**config.mk**
```make
export PLATFORM = sky130hd
export DESIGN_NAME = sound_out_decim
export DESIGN_NICKNAME = d
export VERILOG_FILES = /design/src/rtl/sound_out_decim.sv
export SDC_FILE = /design/constraint.sdc
export NUM_CORES = 1
export LEC_CHECK = 0
export BUFFER_PORTS_ARGS = -buffer_cell sky130_fd_sc_hd__buf_2
export CORE_MARGIN = 3
export CORE_UTILIZATION = 30
export DETAILED_ROUTE_END_ITERATION = 8
export RECOVER_POWER = 100
export SYNTH_ARGS = -nofsm -noshare
export SYNTH_HDL_FRONTEND = slang
export SYNTH_SLANG_ARGS = --single-unit
export TNS_END_PERCENT = 10
```
**constraint.sdc**
```tcl
create_clock -name clk -period 12.9 [get_ports clk]
set_input_delay 0 -clock clk [delete_from_list [all_inputs] [get_ports clk]]
set_output_delay 0 -clock clk [all_outputs]
set_load 0.02 [all_outputs]
```
**src/rtl/sound_out_decim.sv**
```systemverilog
// Anti-alias low-pass, fractional-rate decimator and show-ahead output FIFO
// sitting between the sound mixer and the audio output path.
`timescale 1ns/1ps
module sound_out_decim #(
    parameter int OUT_RATE  = 48000,
    parameter int FIFO_AW   = 3,
    parameter int LPF_SHIFT = 4
) (
    input  logic               clk,
    input  logic               rst_n,
    input  logic [27:0]        clock_rate,
    input  logic signed [15:0] sample_l_in,
    input  logic signed [15:0] sample_r_in,
    input  logic               mute,
    output logic               out_valid,
    input  logic               out_ready,
    output logic signed [15:0] out_l,
    output logic signed [15:0] out_r,
    output logic [FIFO_AW:0]   level,
    output logic               overrun
);
    localparam int ACC_W = 16 + LPF_SHIFT + 1;
    localparam int DEPTH = 1 << FIFO_AW;
    localparam logic [FIFO_AW:0] PTR_ONE = 1;
    localparam logic [FIFO_AW:0] LVL_FULL = DEPTH[FIFO_AW:0];

    logic [27:0] r_clk_rate;
    logic [27:0] r_sum;
    logic [28:0] w_sum_inc;
    logic        w_tick;

    // One extra bit so sum + OUT_RATE never wraps before the compare.
    assign w_sum_inc = {1'b0, r_sum} + 29'(OUT_RATE);
    assign w_tick    = (r_clk_rate != '0) && (w_sum_inc >= {1'b0, r_clk_rate});

    logic        [1:0][15:0] w_in;
    logic signed [ACC_W-1:0] r_acc     [2];
    logic signed [ACC_W-1:0] w_ext     [2];
    logic signed [ACC_W-1:0] w_shr     [2];
    logic signed [ACC_W-1:0] w_acc_nxt [2];
    logic        [1:0][15:0] w_filt;

    assign w_in[0] = sample_l_in;
    assign w_in[1] = sample_r_in;

    // Kept in separate signed nets so the shift stays arithmetic.
    for (genvar c = 0; c < 2; c++) begin : g_ch
        assign w_ext[c]     = {{(ACC_W-16){w_in[c][15]}}, w_in[c]};
        assign w_shr[c]     = r_acc[c] >>> LPF_SHIFT;
        assign w_acc_nxt[c] = r_acc[c] + w_ext[c] - w_shr[c];
        assign w_filt[c]    = w_shr[c][15:0];
    end

    logic [31:0]      w_frame;
    logic [31:0]      r_mem [DEPTH];
    logic [FIFO_AW:0] r_wptr, r_rptr, r_level;
    logic             r_overrun;
    logic             w_full, w_empty, w_pop, w_push;
    logic [31:0]      w_head;

    assign w_frame = mute ? 32'h0 : {w_filt[0], w_filt[1]};
    assign w_full  = (r_level == LVL_FULL);
    assign w_empty = (r_level == '0);
    assign w_pop   = ~w_empty & out_ready;
    assign w_push  = w_tick & (~w_full | w_pop);
    assign w_head  = r_mem[r_rptr[FIFO_AW-1:0]];

    always_ff @(posedge clk) begin
        if (w_push) r_mem[r_wptr[FIFO_AW-1:0]] <= w_frame;
    end

    always_ff @(posedge clk) begin
        if (!rst_n) begin
            r_clk_rate <= '0;
            r_sum      <= '0;
            r_acc[0]   <= '0;
            r_acc[1]   <= '0;
            r_wptr     <= '0;
            r_rptr     <= '0;
            r_level    <= '0;
            r_overrun  <= 1'b0;
        end else begin
            r_clk_rate <= clock_rate;
            if (r_clk_rate == '0)
                r_sum <= '0;
            else if (w_tick)
                r_sum <= 28'(w_sum_inc - {1'b0, r_clk_rate});
            else
                r_sum <= 28'(w_sum_inc);
            for (int c = 0; c < 2; c++) r_acc[c] <= w_acc_nxt[c];
            if (w_push) r_wptr <= r_wptr + PTR_ONE;
            if (w_pop)  r_rptr <= r_rptr + PTR_ONE;
            case ({w_push, w_pop})
                2'b10:   r_level <= r_level + PTR_ONE;
                2'b01:   r_level <= r_level - PTR_ONE;
                default: r_level <= r_level;
            endcase
            r_overrun <= w_tick & w_full & ~w_pop;
        end
    end

    assign out_valid = ~w_empty;
    assign out_l     = out_valid ? w_head[31:16] : 16'sh0;
    assign out_r     = out_valid ? w_head[15:0]  : 16'sh0;
    assign level     = r_level;
    assign overrun   = r_overrun;

endmodule

```
==> impl_metrics.py <==
metrics = {
    "worst_setup_path": {
        "cp_cell_sequence": "inv_1 > ha_1 > inv_1 > o21ai_0 > a21boi_0 > o21bai_1 > and3b_1 > xor2_1 > ha_1 > nand3_1 > or4_1 > a41oi_1 > o31a_1 > nand2_1 > nor3_1 > clkbuf_1",
        "cp.arrival_ps": 8240,
        "worstSetupEndpointType": "register",
        "rr_startpoint": "r_sum[7]$_SDFF_PP0_",
        "path_max_fanout": 25,
        "crit_buf_inv": 3,
        "timing.rr.end": "r_mem[2][20]$_DFFE_PP_",
        "start_kind": "register",
        "rrSetupSlack_ps": 4810,
        "reg2reg_depth": 16,
        "cp_top_family": "simple AND/OR/NAND/NOR gates",
        "required_ps": 13050,
        "critPathKind": "register to register",
        "critPathMaxStageDelay_ps": 1640,
        "slowest_stage": "nor3_1",
    },
    "run": {
        "maxCapViolCount": 12,
    },
    "synth": {
        "synthDistinctLibCells": 81,
        "synth_nets": 1698,
        "syn-cell-area_sq_um": 18600,
        "seq_area_frac_synth_pct": 53.5,
        "ys_dominant_reg_cell": "edfxtp_1",
        "yosys_warnings": 0,
        "synth.avg_cell_area_sq_um": 12.2,
        "synth_edf_count": 256,
        "ys_async_sr_fraction_pct": 0,
        "synth_seq_cells": 368,
        "synthCells": 1517,
    },
    "global_routing": {
        "grt_pass1_vias": 12100,
        "grt_start_max_net_pins": 65,
        "antenna_found_initial": 0,
        "grt-ovfl-total": 0,
        "grt_use_total_pct": 13.4,
        "grt_pass1_wl_um": 67900,
    },
    "drt": {
        "vias_per_cell": 4.78,
        "vias": 11800,
        "drt-total-wl_um": 43300,
        "drtAntennaViolNets": 0,
        "drt_iter0_drc": 667,
        "drtPass1Iterations": 5,
        "wl_per_cell_um": 17.5,
        "drc": 0,
    },
    "cts": {
        "numClockSinks": 368,
        "clk_pin_slew_worst_paths_ps": 70,
        "htree_levels": 2,
        "cts_buffers": 41,
        "clk_latency_ps": 570,
        "cts_hold_buf": 35,
        "cts_resized": 0,
        "cts_tree": "done",
        "cts_root_buf": "clkbuf_16",
        "cts_buffer_depth": 3,
        "post_cts_buffers": 0,
    },
    "sta": {
        "min_period_over_period_pct": 62.7,
        "worst_slew_pin_slew_ps": 4440,
        "hold_viol": 0,
        "worst_clock_skew_ps": 26.6,
        "finalCriticalPeriod_ps": 8090,
        "setup_viol": 0,
        "slew_headroom_pct": -196,
        "finalSetupTns_ps": 0,
        "fmax_mhz": 124,
        "rsz0062_at_grt": "no",
        "slew_violations": 376,
    },
    "die": {
        "core_sq_um": 60800,
        "fp.dieW_um": 255,
        "start_util_pct": 30.5,
        "die_area_sq_um": 64900,
        "die_y_um": 255,
        "io-pin-count": 102,
        "rows": 90,
    },
    "final_layout": {
        "diodes": 0,
        "fill_cells": 5953,
        "mostFrequentLayoutCells": "256 x edfxtp_1, 202 x inv_1, 147 x nor2_1",
        "drive_gt1_share_pct": 13.5,
        "nets": 1845,
        "area_growth_syn_to_layout_pct": 16.1,
        "fin_cells": 2479,
        "final_common_cell": "edfxtp_1",
    },
    "hold_path": {
        "worstHoldEndpoint": "r_acc[0][41]$_SDFF_PN0_",
        "hp-start": "sample_r_in[15]",
        "hold_class": "input pin to register",
        "holdPathStages": 6,
    },
    "place": {
        "gp_congestion": 0.855,
        "placedCellCount": 2368,
        "post-dp-hpwl_um": 29900,
        "place.port_buffers": 101,
    },
    "pwr": {
        "clockPowerShare_pct": 20.9,
        "switching_share_pct": 40.2,
        "vdd.ir_drop.worst_mv": 0.113,
        "p_comb_share_pct": 51.2,
        "internal_power_uw": 3470,
        "p_leak_uw": 0.00811,
        "seq_power_share_pct": 27.9,
        "p_per_area_nw_per_um2": 269,
        "switching_power_uw": 2330,
    },
    "run_status": {
        "violations": "capacitance limit, slew limit",
        "status": "complete, but fails checks",
    },
}
==> per-layer routing <==
metal / part of all wire (%) / global-route usage (%) / vias up
li1: - / - / 5682
met1: 47 / 18.6 / 5872
met2: 47 / 21.8 / 238
met3: 4.6 / 2.18 / 48
met4: 2.1 / 3.70 / 0
met5: 0 / 0 / -
==> stage by stage <==
stage	util [%]	setup WS [ps]	hold WS, ps	total power [uW]	area, sq um
final	35.5	4810	119	5810	21600
after global routing	35.5	4060	173	6300	21600
after CTS	35.8	6770	90.5	5880	21700
after detailed placement	32.8	6790	208	4630	20000
after global placement	32.8	6950	211	4580	20000
after floorplan	-	5980	127	3960	18600
==> power by group through the flow <==
stage	clock network (uW)	registers (uW)	logic, uW
after floorplan	0	1600	2350
after global placement	0	1630	2940
after detailed placement	0	1640	2990
after CTS	1240	1620	3020
after global routing	1290	1640	3370
final	1210	1620	2970
==> logic make-up after synthesis <==
family          after synthesis  synth area share, %
simple gates                401                 10.6
flops                       368                 53.5
buf+inv                     249                 5.42
compound gates              202                 7.39
fa+ha+maj                   117                 9.54
mux                         107                 10.1
xor+xnor                     73                 3.44
==> flip-flops by register name, summed over array words and instances (netlist names), named ones only <==
name	flops
overrun	1
r_acc	42
r_wptr	3
r_clk_rate	28
level	4
r_sum	28
r_mem	256
r_rptr	3
==> worst max-delay path by stage <==
stage                         from                      to  slack [ps]  cells past startpoint
6_report       r_sum[7]$_SDFF_PP0_  r_mem[2][20]$_DFFE_PP_        4810                     16
5_1_grt        r_sum[7]$_SDFF_PP0_  r_mem[2][20]$_DFFE_PP_        4060                     16
4_1_cts        r_sum[7]$_SDFF_PP0_  r_mem[2][20]$_DFFE_PP_        6770                     16
3_5_place_dp   r_sum[7]$_SDFF_PP0_  r_mem[2][30]$_DFFE_PP_        6790                     16
3_3_place_gp   r_sum[7]$_SDFF_PP0_  r_mem[2][30]$_DFFE_PP_        6950                     16
2_1_floorplan  r_sum[7]$_SDFF_PP0_   r_mem[0][0]$_DFFE_PP_        5980                     15
==> Yosys cell counts (9+ instances only) <==
cell	instances	area [sq um]
a211oi_1	10	75.1
a21o_1	17	128
a21oi_1	61	305
a31oi_1	9	56.3
and2_1	39	244
buf_2	10	50.1
clkbuf_1	26	97.6
dfxtp_1	112	2240
edfxtp_1	256	7690
fa_1	41	821
ha_1	76	951
inv_1	201	754
mux2i_1	41	410
mux4_2	64	1440
nand2_1	62	233
nand2b_1	12	75.1
nand3_1	42	210
nor2_1	147	552
nor2b_1	10	62.6
nor3_1	27	135
nor4_1	12	75.1
o21a_1	13	97.6
o21ai_0	40	200
xnor2_1	44	385
xor2_1	29	254
==> final cells by class <==
class,instances,area (sq um),share of cell area (%)
Inverter,203,762,3.53
Clock inverter,15,213,0.986
Sequential cell,368,9930,46.0
Tap cell,782,978,4.54
Timing Repair Buffer,150,878,4.07
Clock buffer,61,1200,5.57
Multi-Input combinational cell,900,7600,35.3
==> tightest hold or removal path: stages <==
cell and delay, ps:
buf_2 90, ha_1 140, xor2_1 80, xnor2_1 130, nor2_1 80, mux2_2 140
Power figures use the tool's default switching activity.
